## src/rtl/q_max_reader.sv

```systemverilog
// q_max_reader
//
// Read side of the Q-table. On `start`, the block sweeps every action of one
// state through a synchronous-read Q-table port. It returns:
//   - the signed maximum Q(s,a) (the max_q_next operand of the Q16.16 update),
//   - the lowest-index action that achieves that maximum (the greedy action),
//   - Q(s, sel_action), captured during the same sweep (the q_old operand).
//
// Ports
//   clk          rising-edge clock
//   rst          synchronous, active-high reset; aborts any sweep
//   start        sweep request, sampled only while idle
//   state_in     state to sweep, captured with start
//   sel_action   action whose Q is also returned, captured with start
//   busy         high whenever a sweep is in progress (READ/DRAIN/DONE)
//   done         one-cycle pulse; max_q/best_action/q_sel are valid
//   max_q        max over a of Q(s,a), signed Q16.16
//   best_action  lowest action index achieving max_q
//   q_sel        Q(s, sel_action); 0 if sel_action >= NUM_ACTIONS
//   rd_en        Q-table read enable
//   rd_addr      Q-table address {state, action}; holds when rd_en is low
//   rd_data      Q-table read data, valid the cycle after rd_en/rd_addr
module q_max_reader #(
    parameter int STATE_W     = 4,
    parameter int ACTION_W    = 2,
    parameter int NUM_ACTIONS = 4,
    parameter int DATA_W      = 32
) (
    input  logic                        clk,
    input  logic                        rst,
    input  logic                        start,
    input  logic [STATE_W-1:0]          state_in,
    input  logic [ACTION_W-1:0]         sel_action,
    output logic                        busy,
    output logic                        done,
    output logic [DATA_W-1:0]           max_q,
    output logic [ACTION_W-1:0]         best_action,
    output logic [DATA_W-1:0]           q_sel,
    output logic                        rd_en,
    output logic [STATE_W+ACTION_W-1:0] rd_addr,
    input  logic [DATA_W-1:0]           rd_data
);

    typedef enum logic [1:0] {
        IDLE  = 2'd0,
        READ  = 2'd1,
        DRAIN = 2'd2,
        DONE  = 2'd3
    } state_t;

    localparam logic [ACTION_W-1:0] LAST_IDX = ACTION_W'(NUM_ACTIONS - 1);

    // Strict signed compare: ties return 0 so the earlier (lower) action wins.
    function automatic logic signed_gt(input logic signed [DATA_W-1:0] a,
                                       input logic signed [DATA_W-1:0] b);
        return a > b;
    endfunction

    state_t                 state;
    state_t                 state_nxt;
    logic                   accept;

    logic [STATE_W-1:0]     s_lat;
    logic [ACTION_W-1:0]    sel_lat;
    logic [ACTION_W-1:0]    idx;

    logic                   vld_p1;
    logic [ACTION_W-1:0]    act_p1;
    logic signed [DATA_W-1:0] data_p1;

    logic signed [DATA_W-1:0] run_max_p2;
    logic [ACTION_W-1:0]    run_act_p2;
    logic [DATA_W-1:0]      run_sel_p2;

    logic signed [DATA_W-1:0] cand_max;
    logic [ACTION_W-1:0]    cand_act;
    logic [DATA_W-1:0]      cand_sel;

    // ---------------------------------------------------------------
    // Control FSM
    // ---------------------------------------------------------------
    always_ff @(posedge clk) begin
        if (rst) begin
            state <= IDLE;
        end else begin
            state <= state_nxt;
        end
    end

    always_comb begin
        state_nxt = state;
        busy      = 1'b0;
        done      = 1'b0;
        rd_en     = 1'b0;
        accept    = 1'b0;
        case (state)
            IDLE: begin
                if (start) begin
                    accept    = 1'b1;
                    state_nxt = READ;
                end
            end
            READ: begin
                busy  = 1'b1;
                rd_en = 1'b1;
                if (idx == LAST_IDX) begin
                    state_nxt = DRAIN;
                end
            end
            DRAIN: begin
                busy      = 1'b1;
                state_nxt = DONE;
            end
            DONE: begin
                busy      = 1'b1;
                done      = 1'b1;
                state_nxt = IDLE;
            end
            default: state_nxt = IDLE;
        endcase
    end

    // Address stays {s_lat, idx}; both only move on accept or in READ, so the
    // address naturally holds its last value while rd_en is low.
    assign rd_addr = {s_lat, idx};

    always_ff @(posedge clk) begin
        if (rst) begin
            s_lat   <= '0;
            sel_lat <= '0;
            idx     <= '0;
            vld_p1  <= 1'b0;
            act_p1  <= '0;
        end else begin
            vld_p1 <= rd_en;
            act_p1 <= idx;
            if (accept) begin
                s_lat   <= state_in;
                sel_lat <= sel_action;
                idx     <= '0;
            end else if (state == READ && idx != LAST_IDX) begin
                idx <= idx + ACTION_W'(1);
            end
        end
    end

    // ---------------------------------------------------------------
    // Stage p1: RAM word returns; fold it into the running max / q_sel
    // ---------------------------------------------------------------
    assign data_p1 = rd_data;

    always_comb begin
        cand_max = run_max_p2;
        cand_act = run_act_p2;
        cand_sel = run_sel_p2;
        if (vld_p1) begin
            // Action 0 seeds the max so no sentinel minimum is needed.
            if (act_p1 == '0 || signed_gt(data_p1, run_max_p2)) begin
                cand_max = data_p1;
                cand_act = act_p1;
            end
            // Out-of-range sel_lat never matches, leaving the cleared 0.
            if (act_p1 == sel_lat) begin
                cand_sel = rd_data;
            end
        end
    end

    always_ff @(posedge clk) begin
        if (accept) begin
            run_sel_p2 <= '0;
        end else if (vld_p1) begin
            run_max_p2 <= cand_max;
            run_act_p2 <= cand_act;
            run_sel_p2 <= cand_sel;
        end
    end

    // ---------------------------------------------------------------
    // Stage p2: publish results on entry to DONE, otherwise hold
    // ---------------------------------------------------------------
    // DRAIN is the cycle that folds in the last word, so the combinational
    // candidate (not the running register) carries the final answer.
    always_ff @(posedge clk) begin
        if (rst) begin
            max_q       <= '0;
            best_action <= '0;
            q_sel       <= '0;
        end else if (state == DRAIN) begin
            max_q       <= cand_max;
            best_action <= cand_act;
            q_sel       <= cand_sel;
        end
    end

endmodule

```

## config.mk

```make
export PLATFORM = sky130hd
export DESIGN_NAME = q_max_reader
export DESIGN_NICKNAME = d
export VERILOG_FILES = /design/src/rtl/q_max_reader.sv
export SDC_FILE = /design/constraint.sdc
export NUM_CORES = 1
export LEC_CHECK = 0
export ABC_AREA = 1
export BUFFER_PORTS_ARGS = -buffer_cell sky130_fd_sc_hd__buf_2
export CAP_MARGIN = 20
export CORE_MARGIN = 2
export CORE_UTILIZATION = 47
export CTS_BUF_LIST = sky130_fd_sc_hd__clkbuf_16
export DETAILED_ROUTE_END_ITERATION = 12
export PLACE_DENSITY = 0.68
export RECOVER_POWER = 25
export SETUP_SLACK_MARGIN = 0.4
export SYNTH_ARGS = -nofsm -noshare
export SYNTH_HDL_FRONTEND = slang
export SYNTH_SLANG_ARGS = --single-unit
```

## constraint.sdc

```tcl
create_clock -name clk -period 4.9 [get_ports clk]
set_clock_uncertainty 0.15 [all_clocks]
set_input_delay 0.49 -clock clk [delete_from_list [all_inputs] [get_ports clk]]
set_output_delay 0.49 -clock clk [all_outputs]
set_load 0.01 [all_outputs]
```

==> flow_metrics.py <==
metrics = {
    "outcome": {
        "status": "finished with violations",
        "violations": "capacitance limit, slew limit",
    },
    "routing": {
        "met2_length_mm": 6.68,
        "vias": 5389,
        "ant_nets": 0,
        "drt-initial-drc-count": 253,
        "drc": 0,
        "wirelength_met1_mm": 7.18,
        "top_layer_used": "met4",
        "wl_met3_um": 921,
        "wl_per_cell_um": 13.4,
        "drt_pass1_iterations": 7,
        "vias_per_cell": 4.82,
        "wirelength_mm": 15.0,
    },
    "floorplan": {
        "fp.dieH_um": 126,
        "start_util_pct": 48.2,
        "rows": 44,
        "fp.dieW_um": 126,
        "ios": 116,
        "die_area_mm2": 0.0160,
        "core_mm2": 0.0146,
    },
    "placement": {
        "place_inst": 1085,
        "port_buffers": 115,
        "gp_congestion": 0.746,
        "dp_hpwl_mm": 9.65,
    },
    "synthesis": {
        "netlist-cell-type-count": 34,
        "synthCells": 823,
        "syn_nets": 902,
        "seq_area_frac_synth_pct": 46.1,
        "yosys_warnings": 0,
        "syn-cell-area_mm2": 0.00703,
        "synth.avg_cell_area_um2": 8.54,
        "ys_ff_latch": 145,
    },
    "cts": {
        "root_buffer": "clkbuf_16",
        "insertion_delay_ps": 420,
        "clk_pin_slew_ps": 60,
        "numCtsBuffers": 17,
        "cts_tree": "built",
        "cts_sinks": 145,
        "cts_resized": 0,
        "hold_buffers": 0,
        "h-tree-depth": 4,
        "cts_setup_buffers": 0,
        "clockBufferDepth": 2,
    },
    "job": {
        "maxCapViolCount": 1,
    },
    "power_and_ir_drop": {
        "power_mw": 4.59,
        "peakVddDrop_mv": 0.409,
        "p_leak_nw": 4.22,
        "p_per_area_mw_per_mm2": 564,
    },
    "timing": {
        "relSlewSlack_pct": -28.8,
        "period_minus_slack_ps": 3110,
        "post-route-period-util_pct": 63.5,
        "tightest_slew_ps": 1930,
        "tns_ps": 0,
        "rsz0062_at_grt": "no",
        "final_max_slew_viol_count": 40,
        "fmax_ghz": 0.321,
        "whs_ps": 172,
        "setup-violations-final": 0,
        "finalHoldViolations": 0,
    },
    "global_route": {
        "grt.overflow.total": 0,
        "grt_antenna_before_repair": 0,
        "grt_pass1_vias": 5122,
        "grtUsageTotal_pct": 19.4,
        "grt_max_degree": 101,
        "grt_pass1_wl_mm": 24.8,
    },
    "finish": {
        "drive_gt1_share_pct": 13.9,
        "area_growth_pct": 15.7,
        "fin_util_pct": 55.8,
        "fin_nets": 1001,
        "fillers": 1394,
        "n_antenna_cell": 0,
        "final_cell_count_no_fill": 1119,
    },
    "setup_path": {
        "start_kind": "register",
        "cp_data_arrival_time_ps": 3280,
        "critical_path_required_ps": 5070,
        "crit_fanout": 35,
        "cp-end-kind": "register",
        "path_class": "reg2reg",
    },
    "min_path": {
        "min_path_type": "in2reg",
    },
}
==> cell families (layout without fill, tap and decap cells) <==
kind of cell	Yosys count	after routing	share of synthesized area (%)
fa+ha+maj	38	38	6.76
flops	145	145	46.1
mux	31	31	4.41
compound gates	65	65	5.94
simple gates	385	385	26.1
xor+xnor	1	1	0.125
buf+inv	158	270	10.5
==> routing by layer <==
layer	up-vias	GRT usage, %
li1	2827	-
met1	2417	25.8
met4	0	5.88
met5	-	0
met3	16	5.65
met2	129	30.6
==> synthesized netlist by cell type <==
cell / instances / area share [%]
and3_1: 1 / 0.089
a211oi_1: 2 / 0.21
nand2_4: 31 / 5.0
mux2i_1: 31 / 4.4
nor2_1: 128 / 6.8
clkbuf_4: 2 / 0.21
edfxtp_1: 34 / 15
o21a_1: 1 / 0.11
xnor2_1: 1 / 0.12
nand2_1: 146 / 7.8
nand2_2: 1 / 0.089
nand3_1: 66 / 4.7
buf_2: 3 / 0.21
o21bai_1: 1 / 0.11
buf_6: 4 / 0.64
nor3_1: 1 / 0.071
nand4_1: 2 / 0.18
o21ai_0: 11 / 0.78
ha_1: 38 / 6.8
or2_2: 1 / 0.089
nor3_2: 1 / 0.14
clkbuf_1: 15 / 0.80
o211ai_1: 32 / 3.4
dlygate4sd3_1: 2 / 0.28
a21oi_1: 17 / 1.2
dfxtp_1: 111 / 32
buf_4: 4 / 0.43
nand3_2: 6 / 0.85
nand2_8: 1 / 0.28
buf_1: 4 / 0.21
clkbuf_8: 3 / 0.59
a21o_1: 1 / 0.11
inv_1: 118 / 6.3
buf_12: 3 / 0.85
==> path summary, 6_finish.rpt <==
path / startpoint / to / slack, ps / depth (start not counted)
setup / recovery: run_max_p2[31] / max_q[25] / 1790 / 14
hold / removal: state_in[2] / s_lat[2] / 170 / 3
hold reg to reg: q_sel[24] / q_sel[24] / 320 / 2
setup reg to reg: run_max_p2[31] / max_q[25] / 1790 / 14
==> flip-flops by register name, indices dropped and copies added (netlist names), 4 cells and up <==
name,count
run_max_p2,32
q_sel,32
run_sel_p2,32
s_lat,4
max_q,32
==> metrics by stage <==
step	area [um2]	worst slack, ps
floorplan	7030	1630
global placement	7580	1590
detailed placement	7580	1550
CTS	8170	1730
global route	8140	1440
finish	8140	1790
==> critical path: stages, from the launching register on <==
cell	delay (ps)
edfxtp_1	390
inv_1	60
ha_1	360
nand2_2	90
nor3_2	220
and3_1	200
nand2_1	70
nand3_1	80
nand3_2	100
nand2_4	380
nand2_8	450
nand2_1	220
nand3_1	90
nand2_1	100
inv_1	40
==> layout make-up <==
class                           instances  area, um2  area share (%)
Sequential cell                       145       3240            39.9
Multi-Input combinational cell        520       3070            37.7
Timing Repair Buffer                  120        562            6.90
Clock buffer                           19        475            5.84
Inverter                              118        443            5.44
Tap cell                              184        230            2.83
Clock inverter                         13        113            1.38
==> power by group <==
| group | total, mW | switching [mW] | internal (mW) |
|---|---|---|---|
| clock | 1.29 | 0.489 | 0.797 |
| combinational | 1.48 | 0.929 | 0.546 |
| sequential | 1.83 | 0.209 | 1.62 |
==> layout by cell type, fill, tap and decap left out, types with 4 or more instances in the layout <==
cell and n:
o21ai_0 11, ha_1 37, nand3_2 6, a21oi_1 17, nor2_1 127, dfxtp_1 110
mux2i_1 31, nand3_1 66, inv_1 120, nand2_1 145, clkbuf_1 61, buf_2 54
nand2_4 31, clkinv_1 4, clkbuf_16 19, o211ai_1 32, edfxtp_1 34
(Power assumes the default switching activity.)
